--- src/rtl/fft_frame_scheduler.sv ---
// rtl/fft_frame_scheduler.sv - gates ADC samples into FFT frames and reports the strongest non-DC bin
// The core is held in reset (fft_reset_o) in IDLE and HOLD; all other states let it run.
module fft_frame_scheduler #(
  parameter int FFT_LENGTH   = 1024,
  parameter int IDX_W        = 10,
  parameter int SCAN_BINS    = 512,
  parameter int RESET_CYCLES = 20
) (
  input  logic                    clk,
  input  logic                    reset,
  input  logic                    enable,
  input  logic                    adc_valid_i,
  input  logic signed [15:0]      adc_data_i,
  output logic                    fft_reset_o,
  output logic                    fft_stream_active_o,
  output logic signed [15:0]      fft_real_o,
  input  logic                    fft_done_i,
  output logic [IDX_W-1:0]        fft_index_o,
  input  logic [15:0]             fft_mag_i,
  input  logic                    fft_mag_ready_i,
  output logic [IDX_W-1:0]        peak_bin_o,
  output logic [15:0]             peak_mag_o,
  output logic                    frame_valid_o,
  input  logic                    frame_ready_i,
  output logic                    busy_o,
  output logic [15:0]             dropped_o
);

  localparam int HOLD_W = (RESET_CYCLES > 1) ? $clog2(RESET_CYCLES + 1) : 1;

  typedef enum logic [2:0] {
    S_IDLE,
    S_HOLD,
    S_LOAD,
    S_WAIT_FFT,
    S_SCAN,
    S_REPORT
  } state_t;

  state_t            state;
  state_t            next_state;
  logic [HOLD_W-1:0] hold_cnt;
  logic [IDX_W-1:0]  sample_cnt;
  logic              load_take;

  assign load_take = (state == S_LOAD) && adc_valid_i;

  always_ff @(posedge clk) begin
    if (!reset) begin
      state <= S_IDLE;
    end else begin
      state <= next_state;
    end
  end

  always_comb begin
    next_state    = state;
    fft_reset_o   = 1'b0;
    frame_valid_o = 1'b0;
    busy_o        = 1'b1;
    case (state)
      S_IDLE: begin
        fft_reset_o = 1'b1;
        busy_o      = 1'b0;
        if (enable) next_state = S_HOLD;
      end
      S_HOLD: begin
        fft_reset_o = 1'b1;
        if (hold_cnt == HOLD_W'(RESET_CYCLES - 1)) next_state = S_LOAD;
      end
      S_LOAD: begin
        if (load_take && sample_cnt == IDX_W'(FFT_LENGTH - 1)) next_state = S_WAIT_FFT;
      end
      S_WAIT_FFT: begin
        if (fft_done_i) next_state = S_SCAN;
      end
      S_SCAN: begin
        if (fft_mag_ready_i && fft_index_o == IDX_W'(SCAN_BINS - 1)) next_state = S_REPORT;
      end
      S_REPORT: begin
        frame_valid_o = 1'b1;
        if (frame_ready_i) next_state = enable ? S_HOLD : S_IDLE;
      end
      default: next_state = S_IDLE;
    endcase
  end

  always_ff @(posedge clk) begin
    if (!reset) begin
      fft_stream_active_o <= 1'b0;
      fft_real_o          <= '0;
      fft_index_o         <= '0;
      peak_bin_o          <= '0;
      peak_mag_o          <= '0;
      dropped_o           <= '0;
      hold_cnt            <= '0;
      sample_cnt          <= '0;
    end else begin
      fft_stream_active_o <= load_take;
      if (load_take) begin
        fft_real_o <= adc_data_i;
        sample_cnt <= sample_cnt + IDX_W'(1);
      end
      // Anything arriving outside LOAD, including the handshake cycle, is lost.
      if (adc_valid_i && state != S_LOAD && dropped_o != 16'hFFFF) begin
        dropped_o <= dropped_o + 16'd1;
      end
      case (state)
        S_IDLE: hold_cnt <= '0;
        S_HOLD: begin
          hold_cnt   <= hold_cnt + HOLD_W'(1);
          sample_cnt <= '0;
        end
        S_WAIT_FFT: begin
          fft_index_o <= IDX_W'(1);
          peak_mag_o  <= '0;
          peak_bin_o  <= IDX_W'(1);
        end
        S_SCAN: begin
          if (fft_mag_ready_i) begin
            // Strict compare: on a tie the earlier (lower) bin is kept.
            if (fft_mag_i > peak_mag_o) begin
              peak_mag_o <= fft_mag_i;
              peak_bin_o <= fft_index_o;
            end
            fft_index_o <= fft_index_o + IDX_W'(1);
          end
        end
        S_REPORT: hold_cnt <= '0;
        default: ;
      endcase
    end
  end

endmodule

--- config.mk ---
export PLATFORM = sky130hd
export DESIGN_NAME = fft_frame_scheduler
export DESIGN_NICKNAME = d
export VERILOG_FILES = /design/src/rtl/fft_frame_scheduler.sv
export SDC_FILE = /design/constraint.sdc
export NUM_CORES = 1
export LEC_CHECK = 0
export CAP_MARGIN = 20
export CORE_MARGIN = 5
export CORE_UTILIZATION = 45
export CTS_CLUSTER_DIAMETER = 50
export DETAILED_ROUTE_END_ITERATION = 10
export PLACE_DENSITY = 0.75
export SKIP_LAST_GASP = 1
export SLEW_MARGIN = 10
export SYNTH_ARGS = -nofsm -noshare
export SYNTH_HDL_FRONTEND = slang
export SYNTH_SLANG_ARGS = --single-unit
--- constraint.sdc ---
create_clock -name clk -period 3.25 [get_ports clk]
set_clock_uncertainty 0.05 [all_clocks]
set_input_delay 0.65 -clock clk [delete_from_list [all_inputs] [get_ports clk]]
set_output_delay 0.65 -clock clk [all_outputs]
set_load 0.01 [all_outputs]
Word-level counts from Yosys, hierarchy flattened
Index checks and enable logic that the tools add are counted.
{"block": "op_classes", "n_addsub": 4, "order_cmp": 1, "n_eq_ne": 18, "mux": 20, "bitwise": 1, "n_reduce_logical": 14}
{"op": "one-hot mux 10 bit (2 select lines)", "count": 2}
{"op": "two-way mux 16 bit", "count": 2}
{"op": "one-hot mux 16 bit (2 select lines)", "count": 1}
{"op": "two-way mux 10 bit", "count": 3}
{"op": "adder 10 x 1 -> 10 bit, second input constant", "count": 2}
{"op": "two-way mux 3 bit", "count": 6}
{"op": "one-hot mux 3 bit (6 select lines)", "count": 1}
{"op": "adder 16 x 1 -> 16 bit, second input constant", "count": 1}
{"op": "> comparator 16 bit", "count": 1}
{"op": "inequality test 16 bit, second input constant", "count": 1}
{"op": "inequality test 2 bit, second input constant", "count": 7}
{"op": "equality test 10 bit, second input constant", "count": 1}
{"op": "equality test 10 x 9 -> 1 bit, second input constant", "count": 1}
{"op": "one-hot mux 5 bit (2 select lines)", "count": 1}
{"op": "equality test 3 x 2 -> 1 bit, second input constant", "count": 2}
{"op": "equality test 3 bit, second input constant", "count": 2}
{"op": "AND reduction 6 bit", "count": 1}
{"op": "OR reduction 2 bit", "count": 3}
{"op": "adder 5 x 1 -> 5 bit, second input constant", "count": 1}
{"op": "equality test 5 bit, second input constant", "count": 1}
{"op": "logical AND 1 bit", "count": 5}
{"op": "two-way mux 1 bit", "count": 4}
{"op": "nonzero test 2 bit", "count": 2}
{"op": "equality test 3 x 1 -> 1 bit, second input constant", "count": 1}
{"op": "6 further kinds", "count": 6}
{"block": "word_totals", "reg_bits": 87, "input_bits": 39, "out_inout_bits": 72, "word_cells": 67}

Logic depth before layout (Yosys ltp)
{"block": "depth", "word_depth": 5, "mapped_depth": 8, "ltp_nobuf": 7}

Worst setup path after synthesis
Ideal clock, no wire load.
{"block": "synth_timing", "path_kind": "input -> register", "start": "input fft_mag_i[15]", "end": "register peak_mag_o[10]", "setup_time_ps": 138, "arrival_time_ps": 2117, "required_time_ps": 3062, "path_slack_ps": 945, "stages": 7, "path_buffers": 1, "cell_sequence": "ha_1 -> nand4_4 -> nor3_1 -> a211o_1 -> o31ai_4 -> buf_4 -> o32ai_2"}
{"block": "synth_via", "elab_chain_cells": 3}
{"item": "start: declaration", "line": "19", "text": "input logic [15:0] fft_mag_i,"}
{"item": "> comparator 16 bit", "line": "122", "text": "if (fft_mag_i > peak_mag_o) begin"}
{"item": "inequality test 2 bit (no source line)"}
{"item": "AND reduction 3 bit (no source line)"}
{"item": "end signal: assignment", "line": "123", "text": "peak_mag_o <= fft_mag_i;"}
{"item": "end: declaration", "line": "22", "text": "output logic [15:0] peak_mag_o,"}
Every way passes these cells.
A chain may end at the register's enable or synchronous reset.

Final worst setup path
{"block": "layout_timing", "start": "input fft_mag_i[1]", "end": "register peak_bin_o[2]"}
{"block": "layout_via", "elab_chain_cells": 3}
{"item": "> comparator 16 bit", "line": "122"}
{"item": "inequality test 2 bit (no source line)"}
{"item": "AND reduction 3 bit (no source line)"}
{"item": "end signal: assignment", "line": "124", "text": "peak_bin_o <= fft_index_o;"}
{"item": "end: declaration", "line": "21", "text": "output logic [IDX_W-1:0] peak_bin_o,"}
Every way passes these cells.

==> results.md <==
- Post-synth top flop: dfxtp_1
- Max Cap Viol: 0
- Hold Crit Depth: 2
- Initial DRT Pass Iterations: 4
- Reg2Reg Setup Slack: 860 ps
- Later-pin clock latency in the skew report: 360 ps
- Setup Fix Bufs, Post-CTS: 0
- Remaining antenna violation count after routing: 0
- Synth Cell Area: 0.004219 mm^2
- Core footprint: 0.009196 mm^2
- CP max stage delay: 650 ps
- Required time of the critical path: 3420 ps
- Fin area: 0.005640 mm^2
- Crit end category: register
- Final setup viols: 0
- DR vias: 3756
- PnR worst setup slack: 480.1 ps
- Pre-CTS setup slack: 127.3 ps
- Fill count: 791
- Ys Warns: 0
- R2R Path Start: peak_mag_o[7]
- DRC Markers: 0
- Hold buffers post-CTS: 0
- Period utilisation layout: 85.23%
- Crit path launch type: input port
- Vias per inst: 5.268
- Fin crit period: 2770 ps
- Tot GR Track Use: 17.96%
- Syn nets: 545
- P&R area growth vs syn: 33.69%
- Largest net degree at the start of global routing: 41
- Async set-or-reset flop fraction in the synthesized netlist: 0%
- Crit-path slowest cell: o31ai_4
- Mapped Cells: 486
- Hold Crit Class: reg -> reg
- Overall power: 2.009 mW
- Synth top area share: 41.28%
- Post-Layout Cell Count: 713
- Reg2Reg Depth: 8
- Sequential area share after synthesis: 41.28%
- Die X: 106.8 um
- Critical path class: in -> reg
- Routed wire length: 10150 um
- Utilization after layout: 61.33%
- CTS tree: done
- Share of layout cells above drive strength 1: 7.807%
- Synth area leader: dfxtp_1
- Maximum VDD drop: 174.3 uV
- CP bufs+invs: 2
- Post-synth EDFFs: 0
- Initial antenna violation count: 0
- First-pass GRT wire length: 16980 um
- Crit path DAT: 2940 ps
- PortBufs: 110
- Row cnt: 35
- RSZ-0062 raised after global routing: no
- Starting Density: 45.88%
- Final net count: 656
- Largest cells by area after synthesis: dfxtp_1 41%, nand2_1 6.2%, ha_1 5.9%
- I/O pin cnt: 111
- Slew @ Worst Pin: 678.7 ps
- Die Ht: 106.8 um
- Max Buffers Root-to-Sink: 2
- Die ar.: 0.01141 mm^2
- Global route total overflow: 0
- WL/cell: 14.23 um
- DP HPWL: 7656 um
- Critical-path cell list: clkdlybuf4s50_1 -> ha_1 -> nor2b_1 -> o211ai_1 -> a2111oi_4 -> o31ai_4 -> buf_8 -> o22ai_1
- Mean Syn Cell Area: 8.681 um^2
- Relative slew slack: 54.63%
- Vias in the first global route: 3635
- CP top delay family: compound AO/OA/AOI/OAI gates
- Pwr dens: 356.2 mW/mm^2
- Max Clock Freq: 361.0 MHz
- Total CTS buffers: 9
- Clk sinks: 87
- RePlAce Congestion: 0.7977
- Number of synthesized register bits: 87
- Resized cells post-CTS: 0
- Outcome: completed
- Setup TNS Final: 0 ps
- Synth cell count leaders: 87 x dfxtp_1, 70 x nand2_1, 44 x inv_1, 41 x a21oi_1, 39 x nor2_1
- Hold Path End: fft_real_o[1]
- H-Tree Depth: 3
- Diode count: 0
- Worst-path clk slew: 90 ps
- CP Max Fanout: 15
- Yosys cell types: 56
- Lkg Pwr: 1.965 nW
- DR iter-0 viols: 133
- Area after DPL: 0.005435 mm^2
- Reg-to-Reg End: peak_bin_o[2]
- Min-delay src: fft_real_o[1]
- Hold Vio Cnt, Final: 0
- Count leader, synth: dfxtp_1
- Slew Viols, Final: 0
- Clock root cell: clkbuf_8
- DP Cell Count: 697
- Fin Hold WS: 407.5 ps
-- cell type report --
cell class	count	area (um^2)	area share [%]
Clock inverter	5	63.81	1.131
Timing Repair Buffer	120	1184	20.98
Inverter	45	168.9	2.995
Clock buffer	11	141.4	2.507
Multi-Input combinational cell	334	2202	39.04
Sequential cell	87	1742	30.88
Tap cell	111	138.9	2.462
-- placed cells by master, fill, tap and decap left out, types with 10 or more instances in the layout --
cell type and n:
nand2_1 70, nor2_1 39, clkdlybuf4s50_1 110, clkbuf_8 10
inv_1 44, xnor2_1 10, nand4_1 14, a21oi_1 41
o21ai_0 16, o22ai_1 12, dfxtp_1 87, o32ai_2 10
xor2_1 11, ha_1 20, or3_1 11
-- worst max path at each step --
stage | startpoint | endpoint | slack [ps] | cells past startpoint
3_5_place_dp | fft_mag_i[1] | peak_bin_o[1] | 130 | 8
6_report | fft_mag_i[1] | peak_bin_o[2] | 480 | 8
5_1_grt | fft_mag_i[1] | peak_mag_o[1] | 360 | 8
2_1_floorplan | fft_mag_i[15] | peak_mag_o[10] | 950 | 7
3_3_place_gp | fft_mag_i[1] | peak_mag_o[1] | -120 | 7
4_1_cts | fft_mag_i[1] | peak_bin_o[2] | 490 | 8
-- logic make-up (layout without fill, tap and decap cells) --
group	after synthesis	after routing	share of synthesized area (%)
flops	87	87	41.28
buf+inv	65	181	6.524
xor+xnor	21	21	4.359
simple gates	185	185	22.63
fa+ha+maj	20	20	5.931
compound gates	105	105	18.54
mux	3	3	0.7414
-- layer usage --
| metal | part of all wire, % | vias up | GRT usage, % |
|---|---|---|---|
| met4 | 1.5 | 0 | 5.845 |
| met1 | 45 | 1758 | 22.75 |
| met2 | 50 | 66 | 30.53 |
| li1 | - | 1919 | - |
| met5 | 0 | - | 0 |
| met3 | 3.9 | 13 | 3.672 |
-- worst register-to-register path: stages (launching register included) --
cell and delay [ps]:
dfxtp_1 340, inv_1 70, ha_1 300, a21oi_1 140, o21ai_1 80, a211o_1 360, o31ai_4 580, buf_8 240
o22ai_1 90
-- where the power goes --
group	leakage (nW)	switching, mW	internal [mW]
sequential	0.701	0.00765	1.07
combinational	1.16	0.0725	0.0795
clock	0.101	0.396	0.384
total	1.97	0.476	1.53
-- sequential cells by signal (all words and copies together) (netlist names) --
signal / flops
peak_mag_o: 16
state: 3
fft_index_o: 10
dropped_o: 16
hold_cnt: 5
peak_bin_o: 10
sample_cnt: 10
fft_stream_active_o: 1
fft_real_o: 16
No activity file was read; power rests on OpenSTA's default activity.
